--- src/rtl/seg_scan_controller.sv ---
// Four-digit multiplexed seven-segment scanner with built-in prescaler, hex decode,
// inter-digit blanking and a double-buffered display image swapped only at frame boundaries.
module seg_scan_controller #(
    parameter int TICK_DIV     = 50000,
    parameter int BLANK_CYCLES = 1000,
    parameter int ACTIVE_LOW   = 1
) (
    input  logic        clk_i,
    input  logic        rst_i,
    input  logic [15:0] digit_i,
    input  logic [3:0]  dp_i,
    input  logic [3:0]  blank_i,
    input  logic        load_i,
    output logic        update_pending_o,
    output logic [3:0]  an_o,
    output logic [6:0]  seg_o,
    output logic        dp_o,
    output logic        frame_done_o
);

    localparam int            CW        = $clog2(TICK_DIV);
    localparam logic [CW-1:0] CNT_LAST  = CW'(TICK_DIV - 1);
    localparam logic [CW-1:0] CNT_PRE   = CW'(TICK_DIV - 2);
    localparam logic [CW-1:0] BLANK_END = CW'(BLANK_CYCLES);
    localparam logic          POL       = (ACTIVE_LOW != 0);

    typedef enum logic [1:0] {S0, S1, S2, S3} state_t;

    state_t        state_q, state_d;
    logic [CW-1:0] cnt_q, cnt_d;
    logic          tick, boundary;

    logic [15:0]   disp_dig_q, pend_dig_q;
    logic [3:0]    disp_dp_q, pend_dp_q;
    logic [3:0]    disp_blank_q, pend_blank_q;
    logic          pending_q;
    logic          frame_done_q;
    logic [3:0]    an_q;
    logic [6:0]    seg_q;
    logic          dp_q;

    logic [3:0]    nib;
    logic [6:0]    seg_raw;
    logic [3:0]    an_raw;

    always_comb begin
        tick     = (cnt_q == CNT_LAST);
        boundary = tick && (state_q == S3);
        cnt_d    = tick ? '0 : cnt_q + CW'(1);
        state_d  = tick ? state_t'(state_q + 2'd1) : state_q;
        nib      = disp_dig_q[{state_q, 2'b00} +: 4];
        an_raw   = 4'b0000;
        if ((cnt_q >= BLANK_END) && !disp_blank_q[state_q]) begin
            an_raw[state_q] = 1'b1;
        end
    end

    // Active-high gfedcba codes; polarity is applied when registering.
    always_comb begin
        seg_raw = 7'h00;
        case (nib)
            4'h0: seg_raw = 7'h3F;
            4'h1: seg_raw = 7'h06;
            4'h2: seg_raw = 7'h5B;
            4'h3: seg_raw = 7'h4F;
            4'h4: seg_raw = 7'h66;
            4'h5: seg_raw = 7'h6D;
            4'h6: seg_raw = 7'h7D;
            4'h7: seg_raw = 7'h07;
            4'h8: seg_raw = 7'h7F;
            4'h9: seg_raw = 7'h6F;
            4'hA: seg_raw = 7'h77;
            4'hB: seg_raw = 7'h7C;
            4'hC: seg_raw = 7'h39;
            4'hD: seg_raw = 7'h5E;
            4'hE: seg_raw = 7'h79;
            4'hF: seg_raw = 7'h71;
            default: seg_raw = 7'h00;
        endcase
    end

    always_ff @(posedge clk_i or posedge rst_i) begin
        if (rst_i) begin
            cnt_q        <= '0;
            state_q      <= S0;
            disp_dig_q   <= '0;
            disp_dp_q    <= '0;
            disp_blank_q <= '0;
            pend_dig_q   <= '0;
            pend_dp_q    <= '0;
            pend_blank_q <= '0;
            pending_q    <= 1'b0;
            frame_done_q <= 1'b0;
            an_q         <= {4{POL}};
            seg_q        <= {7{POL}};
            dp_q         <= POL;
        end else begin
            cnt_q   <= cnt_d;
            state_q <= state_d;
            // Registered one cycle early so the pulse coincides with the boundary cycle.
            frame_done_q <= (cnt_q == CNT_PRE) && (state_q == S3);
            if (boundary && pending_q) begin
                disp_dig_q   <= pend_dig_q;
                disp_dp_q    <= pend_dp_q;
                disp_blank_q <= pend_blank_q;
            end
            if (load_i) begin
                pend_dig_q   <= digit_i;
                pend_dp_q    <= dp_i;
                pend_blank_q <= blank_i;
                pending_q    <= 1'b1;
            end else if (boundary) begin
                pending_q <= 1'b0;
            end
            an_q  <= an_raw ^ {4{POL}};
            seg_q <= seg_raw ^ {7{POL}};
            dp_q  <= disp_dp_q[state_q] ^ POL;
        end
    end

    assign update_pending_o = pending_q;
    assign an_o             = an_q;
    assign seg_o            = seg_q;
    assign dp_o             = dp_q;
    assign frame_done_o     = frame_done_q;

endmodule

--- config.mk ---
export PLATFORM = sky130hd
export DESIGN_NAME = seg_scan_controller
export DESIGN_NICKNAME = d
export VERILOG_FILES = /design/src/rtl/seg_scan_controller.sv
export SDC_FILE = /design/constraint.sdc
export NUM_CORES = 1
export LEC_CHECK = 0
export CORE_AREA = 5 5 107 89
export CTS_CLUSTER_DIAMETER = 30
export DETAILED_ROUTE_END_ITERATION = 8
export DIE_AREA = 0 0 112 94
export GPL_TIMING_DRIVEN = 0
export PLACE_DENSITY = 0.75
export SLEW_MARGIN = 20
export SYNTH_ARGS = -nofsm -noshare
export SYNTH_HDL_FRONTEND = slang
export SYNTH_SLANG_ARGS = --single-unit
--- constraint.sdc ---
create_clock -name clk_i -period 4.3 [get_ports clk_i]
set_clock_uncertainty 0.1 [all_clocks]
set_input_delay 0.86 -clock clk_i [delete_from_list [all_inputs] [get_ports clk_i]]
set_output_delay 0.86 -clock clk_i [all_outputs]
set_load 0.01 [all_outputs]
Word level (Yosys, flattened, before mapping)
Memory sizes are Yosys's and may differ from the RTL's.
Cells that the tools add are included.
{"block": "word_totals", "out_inout_bits": 14, "in_bits": 27, "memories": 1, "rom_bits": 112, "register_bits": 80}
{"block": "classes", "bitwise": 3, "n_mux": 10, "add_sub_neg": 2, "eq_ne": 3, "n_lt_le_gt_ge": 3, "n_shift": 1, "n_reduce_logical": 7}
{"memory": "(name not given)", "depth": 16, "width": 7, "read_ports": 1, "rd_clocked_by_memory_dff": 0, "write_ports": 0, "line": "61", "source": "case (nib)"}
{"cell": "$eq 16x16->1 const B", "count": 2}
{"cell": "$add 16x1->16 const B", "count": 1}
{"cell": "$ge 16x10->1 const B", "count": 1}
{"cell": "$mux 16", "count": 1}
{"cell": "$shiftx 16x5->4", "count": 1}
{"cell": "$not 7->7", "count": 1}
{"cell": "$logic_and 1x1->1", "count": 5}
{"cell": "$mux 1", "count": 5}
{"cell": "$bmux 1 s2", "count": 2}
{"cell": "$mux 4", "count": 1}
{"cell": "$not 4->4", "count": 1}
{"cell": "$lt 2x3->1 const B", "count": 1}
{"cell": "$add 2x1->2 const B", "count": 1}
{"cell": "$demux 1 s2", "count": 1}
{"cell": "$eq 2x2->1 const B", "count": 1}
{"cell": "$ge 2x1->1 const B", "count": 1}
{"cell": "$reduce_bool 2->1", "count": 1}
{"cell": "$logic_not 1->1", "count": 1}
{"cell": "$not 1->1", "count": 1}

Logic depth before layout (Yosys ltp)
Gate-level depths: netlist of the first run.
{"block": "depth", "word_depth": 6, "mapped_depth": 7, "depth_no_buf": 6}

Least setup slack after synthesis of the first run
No wires, ideal clock.
{"block": "synth_timing", "kind": "flip-flop to flip-flop", "start": "reg cnt_q[4]", "end": "reg disp_blank_q[0]", "period_less_slack_ns": 2.076, "arrival_time_ns": 1.851, "path_slack_ns": 2.224, "setup_ns": 0.125, "stages_incl_launch_ff": 7, "path_buffers": 2, "cell_sequence": "dfrtp_1 -> or4b_4 -> nor3_2 -> and4_1 -> buf_6 -> buf_12 -> mux2_4"}
{"block": "synth_via", "elab_chain_cells": 3}
{"item": "from (decl)", "line": "30", "source": "logic [CW-1:0] cnt_q, cnt_d;"}
{"item": "from (signal assigned)", "line": "98", "source": "cnt_q <= cnt_d;"}
{"item": "$eq 16x16->1", "line": "47", "source": "tick = (cnt_q == CNT_LAST);"}
{"item": "$logic_and 1x1->1", "line": "48", "source": "boundary = tick && (state_q == S3);"}
{"item": "$logic_and 1x1->1", "line": "102", "source": "if (boundary && pending_q) begin"}
{"item": "to (signal assigned)", "line": "105", "source": "disp_blank_q <= pend_blank_q;"}
{"item": "to (decl)", "line": "35", "source": "logic [3:0] disp_blank_q, pend_blank_q;"}
No other way between the ends.
A chain may end at the register's enable or synchronous reset.

Worst setup path after layout of the first run
{"block": "layout_timing", "start": "reg seg_q[1] (netlist: seg_o[1])", "end": "out seg_o[1]"}
{"item": "from (decl)", "line": "39", "source": "logic [6:0] seg_q;"}
{"item": "from (signal assigned)", "line": "95", "source": "seg_q <= {7{POL}};"}
{"item": "from (signal assigned)", "line": "116", "source": "seg_q <= seg_raw ^ {7{POL}};"}
{"item": "to (decl)", "line": "16", "source": "output logic [6:0] seg_o,"}
No word-level cell between the ends.

==> out/metrics.cfg, run 1 <==
[final_layout]
multi_input_area_sq_mm=0.001486
antenna_cells=0
seq_area_sq_mm=0.002017
drive_gt1_share_pct=30.25
layout_common_cells=dfrtp_1 (68), clkdlybuf4s50_1 (39), mux2_2 (30), mux2_4 (20), ha_1 (13)
fill_cells=701
layout.nets=349
final_common_cell=dfrtp_1
synthToLayoutAreaGrowth_pct=20.01

[routing]
wl_mm=6.146
via_per_inst=4.911
dr_total_vias=2092
first_pass_iters=5
drc=0
detail-route-antenna-nets=0
wl_per_cell_microns=14.43
drt_iter0_markers=95

[synth]
yosysSeqAreaShare_pct=55.51
syn_nets=298
ys_warn_count=0
yosys-top-cells-area=dfrtp_1 (47%), mux2_2 (9.3%), dfstp_2 (8.7%)
synth_cells=258
yosysTopAreaCell=dfrtp_1
synth_cell_type_count=40
ys_seq_elements=80
syn_area_per_cell_sq_um=14.08
synth_top_area_share_pct=46.83
syn_area_sq_mm=0.003633

[timing]
post-route-min-period_ps=2347
clock.fmax_mhz=426.1
final.period_utilization_pct=54.58
slew_headroom_pct=59.39
tightest_slew_ps=609.2
tns_ps=0
slew_violations=0
rsz0062_at_grt=no
finalHoldViolCount=0
finalSetupViolations=0

[clocking]
clockBufferDepth=2
clk_latency_ps=340
clk_pin_slew_ps=80
cts.repair.resized=0
cts_root_buffer=clkbuf_8
htreeDepth=3
cts_hold_buf=0
cts_buffers=9
cts.sinks=80
cts_tree=built
post_cts_buffers=0

[die]
die-area_sq_mm=0.01053
dieHeight_microns=94
core_area_sq_mm=0.008295
die_x_microns=112
core.rowCount=30
start_util_pct=43.80
io_pins=41

[pwr]
max-vdd-ir-drop_mv=0.1202
p_leak_nw=1.876
power_density_mw_per_mm2=305.2
p_total_mw=1.331

[setup_path]
arrival_ps=1390
worstPathMaxFanout=1
path_class=reg -> out
crit_family=buffers and inverters
crit_path_start_kind=register
critPathSlowestCell=clkdlybuf4s50_1
crit_chain=clkdlybuf4s50_1
cp-end-kind=output port
slowest_delay_ps=530
required_ps=3340
crit_buf_inv=1

[min_path]
hold_path.class=reg -> reg

[grt]
grt_pass1_vias=2209
antenna_found_initial=0
grt_max_degree=61
grt_usage_pct=12.75
overflow=0
grt_pass1_wl_mm=10.65

[status]
status=finished clean

[job]
cap_violations=0

[place]
hpwl_mm=4.486
numPortBuffers=39
gp_congestion=0.8072

==> registers in the layout, indices dropped and copies added (netlist names), 2 cells and up <==
| name | cells |
|---|---|
| cnt_q | 16 |
| disp_dig_q | 16 |
| pend_dig_q | 16 |
| seg_o | 7 |
| an_o | 4 |
| disp_blank_q | 4 |
| disp_dp_q | 4 |
| pend_blank_q | 4 |
| pend_dp_q | 4 |
| state_q | 2 |
==> metrics by stage <==
step / hold slack (ps) / utilization, % / instances / setup WS [ps] / cell area (sq um)
2_1_floorplan: 364.4 / - / 258 / 1308 / 3633
3_3_place_gp: 385.5 / 50.20 / 409 / 76.49 / 4164
3_5_place_dp: 389.7 / 50.56 / 410 / 1950 / 4194
4_1_cts: 410.2 / 52.56 / 426 / 1929 / 4360
5_1_grt: 426.9 / 52.56 / 426 / 1903 / 4360
6_report: 407.8 / 52.56 / 426 / 1953 / 4360
==> logic make-up after synthesis <==
kind of cell	synth area share, %
AND/OR/NAND/NOR	8.506
buffers and inverters	3.581
AO/OA/AOI/OAI	2.548
adder cells (fa/ha/maj)	4.477
XOR/XNOR	2.651
multiplexers	22.73
flip-flops	55.51
==> metal layers <==
layer	track usage, %	vias to the layer above	routed length (microns)
li1	-	1004	-
met1	16.76	1043	2897
met2	20.91	43	2924
met3	3.413	2	289
met4	3.704	0	34
met5	0	-	0
==> final timing paths <==
| kind | startpoint | endpoint | slack [ps] | depth (start not counted) |
|---|---|---|---|---|
| min | pend_blank_q[2] | pend_blank_q[2] | 410 | 1 |
| min in group asynchronous | rst_i | disp_dp_q[0] | 710 | 2 |
| max in group asynchronous | rst_i | pend_dig_q[13] | 2830 | 3 |
| max reg2reg | state_q[0] | seg_o[3] | 2060 | 6 |
| max | seg_o[1] | seg_o[1] | 1950 | 1 |
| min reg2reg | pend_blank_q[2] | pend_blank_q[2] | 410 | 1 |
==> cells in the mapped netlist, drive strengths merged <==
cell    instances
a21o            3
a21oi           2
a32o            1
and2            2
and3            4
and4            1
buf             7
clkbuf          4
dfrtp          68
dfstp          12
ha             13
inv            12
mux2           50
mux2i           3
mux4            7
nand2          12
nand2b          2
nand3           6
nand4           5
nor2            9
nor2b           1
nor3            6
nor3b           2
nor4            3
o21ai           5
o22ai           2
o41a            1
or2             1
or3             1
or4             1
or4b            1
xnor2           5
xor2            6
==> power breakdown <==
group          internal, mW  switching (mW)  leakage (nW)  total [mW]
clock network         0.211           0.260        0.0728       0.471
registers             0.775          0.0128          1.00       0.788
logic                0.0436          0.0279         0.802      0.0715
total                  1.03           0.301          1.88        1.33
==> cell type report <==
cell class | count | share of cell area [%]
Buffer | 11 | 1.951
Sequential cell | 80 | 46.26
Tap cell | 112 | 3.214
Clock inverter | 4 | 0.7174
Timing Repair Buffer | 40 | 9.584
Inverter | 12 | 1.090
Clock buffer | 12 | 3.099
Multi-Input combinational cell | 155 | 34.09
Note: power is estimated with default switching activity, not from simulation.
==> inputs of run 2 (changes only) <==
clock period = 2.24 ns   (was 4.3 ns; I/O delays follow)
==> out/metrics.cfg, run 2 (synthesized netlist as in run 1, its figures left out) <==
[die]
die-area_sq_mm=0.01053  ; unchanged
start_util_pct=43.80  ; unchanged
core.rowCount=30  ; unchanged
io_pins=41  ; unchanged
core_area_sq_mm=0.008295  ; unchanged
die_x_microns=112  ; unchanged
dieHeight_microns=94  ; unchanged

[timing]
tns_ps=0  ; unchanged
hold_ws_ps=335.0  ; -72.79 ps
slew_headroom_pct=55.00  ; -4.4 points
slew_violations=0  ; unchanged
post-route-min-period_ps=2188
rsz0062_at_grt=yes
setup_ws_ps=51.52  ; -1902 ps
finalHoldViolCount=0  ; unchanged
clock.fmax_mhz=456.9
final.period_utilization_pct=97.70
finalSetupViolations=0  ; unchanged
tightest_slew_ps=675.0  ; +65.78 ps

[grt]
grt_pass1_wl_mm=11.03  ; +3.6%
grt_usage_pct=13.66  ; +0.90 points
grt_max_degree=33  ; -46%
antenna_found_initial=0  ; unchanged
grt_pass1_vias=2234  ; +1.1%
overflow=0  ; unchanged

[routing]
wl_mm=6.349  ; +3.3%
drt_iter0_markers=115  ; +21%
wl_per_cell_microns=14.70  ; +1.9%
dr_total_vias=2115  ; +1.1%
drc=0  ; unchanged
detail-route-antenna-nets=0  ; unchanged
first_pass_iters=4  ; -1
via_per_inst=4.896  ; -0.30%

[status]
status=finished clean

[clocking]
htreeDepth=3  ; unchanged
cts_hold_buf=0  ; unchanged
cts_root_buffer=clkbuf_8
clk_latency_ps=350  ; about the same
cts_buffers=9  ; unchanged
clockBufferDepth=2  ; unchanged
clk_pin_slew_ps=80  ; about the same
cts.sinks=80  ; unchanged
cts_tree=built

[job]
cap_violations=0  ; unchanged

[setup_path]
crit_chain=or4b_4 -> nor3_2 -> and4_1 -> buf_6 -> buf_12 -> mux2_4
critPathSlowestCell=or4b_4
arrival_ps=2330  ; +940 ps
required_ps=2380  ; -960 ps
crit_path_start_kind=register
cp-end-kind=register
slowest_delay_ps=540  ; about the same
worstPathMaxFanout=10  ; +9
path_class=reg -> reg

[place]
dp_worst_setup_slack_ps=30.30  ; -1920 ps
placed_area_sq_mm=0.004208  ; +0.33%
numPortBuffers=39  ; unchanged
dp_cells=411  ; +0.24%
gp_congestion=0.7911  ; -2.0%
hpwl_mm=4.444  ; -0.94%

[final_layout]
reg_top3=cnt_q: 16 flops, disp_dig_q: 16 flops, pend_dig_q: 16 flops
post_layout_nonfiller_instances=432  ; +1.4%
fin_area_sq_mm=0.004464  ; +2.4%
fin_util_pct=53.82  ; +1.3 points
drive_gt1_share_pct=33.44  ; +3.2 points
layout.nets=355  ; +1.7%
antenna_cells=0  ; unchanged
final_common_cell=dfrtp_1
synthToLayoutAreaGrowth_pct=22.86
layout_common_cells=dfrtp_1 (67), clkdlybuf4s50_1 (39), mux2_2 (30), mux2_4 (20), ha_1 (13)

[pwr]
power_density_mw_per_mm2=610.9  ; +100%
p_total_mw=2.727  ; +100%
p_leak_nw=1.934  ; +3.1%
max-vdd-ir-drop_mv=0.2942  ; +140%

[min_path]
hold_path.class=in -> async

## run 2: repair_timing
action | in CTS | in global routing
buffers inserted | 0 | 5
setup endpoints to repair | 1 | 25
pin swaps | 0 | 1
gates resized for setup | 1 | 6
## run 2: worst paths after layout
| kind | from | to | depth (start not counted) | slack [ps] |
|---|---|---|---|---|
| max in group asynchronous | rst_i | seg_o[1] | 3 | 1150 |
| max | cnt_q[4] | disp_dig_q[4] | 6 | 50 |
| max reg2reg | cnt_q[4] | disp_dig_q[4] | 6 | 50 |
| min in group clk_i | cnt_q[7] | cnt_q[7] | 1 | 400 |
| min | rst_i | pend_dp_q[0] | 2 | 330 |
| min reg2reg | cnt_q[7] | cnt_q[7] | 1 | 400 |
## run 2: worst max-delay path, delay by kind of cell, from the launching register on
family                 cells  cell delay (ps)
and+or+nand+nor            3              930
muxes                      1              310
buffers and inverters      2              290
DFF                        1              450
## run 2: final cells by class
type	instances	area (sq um)
fill	683	3831
multi-input combinational	155	1490
buffer	11	92.59
tap	112	140.1
inverter	12	48.80
clock buffer	10	137.6
clock inverter	6	68.82
timing repair buffer	46	467.9
sequential	80	2018
## run 2: power breakdown
part | leakage, nW | internal [mW] | total [mW] | switching, mW
logic | 0.831 | 0.0856 | 0.141 | 0.0549
clock network | 0.102 | 0.548 | 1.08 | 0.527
registers | 1.00 | 1.49 | 1.51 | 0.0244
total | 1.93 | 2.12 | 2.73 | 0.606
## run 2: per-layer routing
metal	wire length (microns)	up-vias	track usage, %
met5	0	-	0
li1	-	1021	-
met2	2968	52	21.01
met1	3017	1040	18.11
met3	329	2	5.216
met4	34	0	3.904
==> inputs of run 3 (changes only) <==
ABC_AREA = 1   (was not set)
CORE_AREA = 5 5 111 92   (was 5 5 107 89)
DIE_AREA = 0 0 116 97   (was 0 0 112 94)
PLACE_DENSITY = 0.74   (was 0.75)
==> out/metrics.cfg, run 3 <==
[die]
die_x_microns=116  ; +3.6%
die-area_sq_mm=0.01125  ; +6.9%
dieHeight_microns=97  ; +3.2%
start_util_pct=43.90  ; +0.098 points
io_pins=41  ; unchanged
core.rowCount=31  ; +3.3%
core_area_sq_mm=0.008921  ; +7.5%

[clocking]
cts_hold_buf=0  ; unchanged
clk_pin_slew_ps=60  ; -20 ps
clockBufferDepth=2  ; unchanged
cts_root_buffer=clkbuf_16
htreeDepth=3  ; unchanged
clk_latency_ps=330  ; -20 ps
cts.repair.resized=0  ; -1
post_cts_buffers=0  ; unchanged
cts_tree=built
cts_buffers=9  ; unchanged
cts.sinks=80  ; unchanged

[routing]
dr_total_vias=3221  ; +52%
drt_iter0_markers=152  ; +32%
wl_per_cell_microns=12.81  ; -13%
detail-route-antenna-nets=0  ; unchanged
via_per_inst=4.986  ; +1.8%
first_pass_iters=4  ; unchanged
wl_mm=8.273  ; +30%
drc=0  ; unchanged

[final_layout]
final_common_cell=nand2_1
antenna_cells=0  ; unchanged
layout_common_cells=nand2_1 (191), dfrtp_1 (68), clkdlybuf4s50_1 (39), nor2_1 (36)
drive_gt1_share_pct=10.92  ; -23 points
fill_cells=838  ; +23%
reg_top3=cnt_q: 16 flops, disp_dig_q: 16 flops, pend_dig_q: 16 flops
layout.nets=566  ; +59%
fin_util_pct=53.70  ; -0.11 points
synthToLayoutAreaGrowth_pct=22.33
fin_area_sq_mm=0.004791  ; +7.3%

[grt]
met3_usage_pct=3.930  ; -1.3 points
grt_usage_pct=15.83  ; +2.2 points
met2_usage_pct=23.57  ; +2.6 points
antenna_found_initial=0  ; unchanged
met1_usage_pct=22.83  ; +4.7 points
grt_max_degree=34  ; +3.0%
grt_pass1_wl_mm=14.66  ; +33%
grt_pass1_vias=3222  ; +44%
overflow=0  ; unchanged
globalRoute.busiestLayer=met2

[timing]
slew_violations=0  ; unchanged
final.period_utilization_pct=87.12  ; -11 points
slew_headroom_pct=65.62  ; +11 points
clock.fmax_mhz=512.4  ; +12%
finalHoldViolCount=0  ; unchanged
rsz0062_at_grt=no
post-route-min-period_ps=1952  ; -237.0 ps
tns_ps=0  ; unchanged
tightest_slew_ps=511.8  ; -163.2 ps
finalSetupViolations=0  ; unchanged

[synth]
yosys-top-cells-area=dfrtp_1 (43%), nand2_1 (18%), dfstp_2 (8.1%)
synth_common_cells=nand2_1 (191), dfrtp_1 (68), nor2_1 (36), inv_1 (30), nand3_1 (29)
yosysMostFrequentCell=nand2_1
synth_edf_count=0  ; unchanged
synth_cell_type_count=30  ; -25%
async_flop_share_pct=100.0  ; unchanged
ys_warn_count=0  ; unchanged
synth_ff_type=dfrtp_1
synth_top_area_share_pct=43.45  ; -3.4 points
syn_area_sq_mm=0.003916  ; +7.8%
ys_seq_elements=80  ; unchanged
yosysTopAreaCell=dfrtp_1
syn_area_per_cell_sq_um=8.245  ; -41%
syn_nets=515  ; +73%
yosysSeqAreaShare_pct=51.50  ; -4.0 points
synth_cells=475  ; +84%

[place]
numPortBuffers=39  ; unchanged
placed_area_sq_mm=0.004494  ; +6.8%
gp_congestion=0.8678  ; +9.7%
hpwl_mm=6.232  ; +40%

[setup_path]
crit_chain=inv_2 -> nand2_1 -> nand3_1 -> nand2_1 -> inv_1 -> ha_1 -> inv_1 -> o21ai_0 -> nand2_1 -> nand2_1
crit_path_frequent_cell=nand2_1
cp-end-kind=register
path_class=reg -> reg
slowest_delay_ps=450  ; -90 ps
worst-r2r-setup-slack_ps=290  ; +240 ps
worst_r2r_path_depth=10  ; +4
worstPathMaxFanout=17  ; +7
required_ps=2410  ; +30 ps
crit_path_start_kind=register
critPathSlowestCell=dfrtp_1
arrival_ps=2120  ; -210 ps

[status]
status=finished clean

[pwr]
power_density_mw_per_mm2=647.5  ; +6.0%
max-vdd-ir-drop_mv=0.4177  ; +42%
p_leak_nw=2.419  ; +25%
p_total_mw=3.102  ; +14%

[min_path]
hold_path.class=in -> reg
hold_depth=3

[job]
cap_violations=0  ; unchanged

## run 3: routing by layer
metal,wire (microns),vias to the layer above
met3,400,13
met5,0,-
met2,3720,79
met4,120,0
met1,4031,1513
li1,-,1616
## run 3: path summary, 6_finish.rpt
path	start	end
min	load_i	pend_dig_q[9]
max	state_q[0]	seg_o[0]
max in group asynchronous	rst_i	dp_o
min reg2reg	disp_blank_q[2]	disp_blank_q[2]
min in group asynchronous	rst_i	cnt_q[10]
max reg2reg	state_q[0]	seg_o[0]
## run 3: worst max-delay path, delay by kind of cell (launching register included)
family | cells | cell delay [ps]
buffers and inverters | 3 | 480
and+or+nand+nor | 5 | 480
DFF | 1 | 450
adders and majority gates | 1 | 210
AOI/OAI and AO/OA | 1 | 180
## run 3: final cells by class
cell class	count	area, sq um	share of cell area, %
buffer	19	125.1	2.612
clock buffer	9	225.2	4.701
clock inverter	7	76.32	1.593
inverter	34	131.4	2.742
multi-input combinational	341	1642	34.26
sequential	80	2017	42.10
tap	115	143.9	3.003
timing repair buffer	41	430.4	8.984
## run 3: report_power, final
group | leakage, nW | switching (mW) | internal, mW | total [mW]
registers | 1.01 | 0.0235 | 1.48 | 1.51
logic | 1.26 | 0.0665 | 0.0644 | 0.131
clock network | 0.143 | 0.591 | 0.872 | 1.46
total | 2.42 | 0.681 | 2.42 | 3.10
## run 3: logic make-up (layout without fill, tap and decap cells)
kind of cell | count (synthesis) | count (layout) | share of synthesized area (%)
simple gates | 299 | 299 | 33.07
fa+ha+maj | 13 | 13 | 4.153
flops | 80 | 80 | 51.50
xor+xnor | 6 | 6 | 1.342
buf+inv | 54 | 110 | 6.581
compound gates | 23 | 23 | 3.354
## run 3: per-stage QoR
| stage | setup WS, ps | instances | hold slack (ps) |
|---|---|---|---|
| final | 288.5 | 646 | 331.9 |
| after global routing | 74.98 | 646 | 360.7 |
| after floorplan | 552.5 | 475 | 336.6 |
| after global placement | -88.11 | 629 | 350.8 |
| after CTS | 204.9 | 647 | 323.7 |
| after detailed placement | 244.8 | 631 | 356.8 |
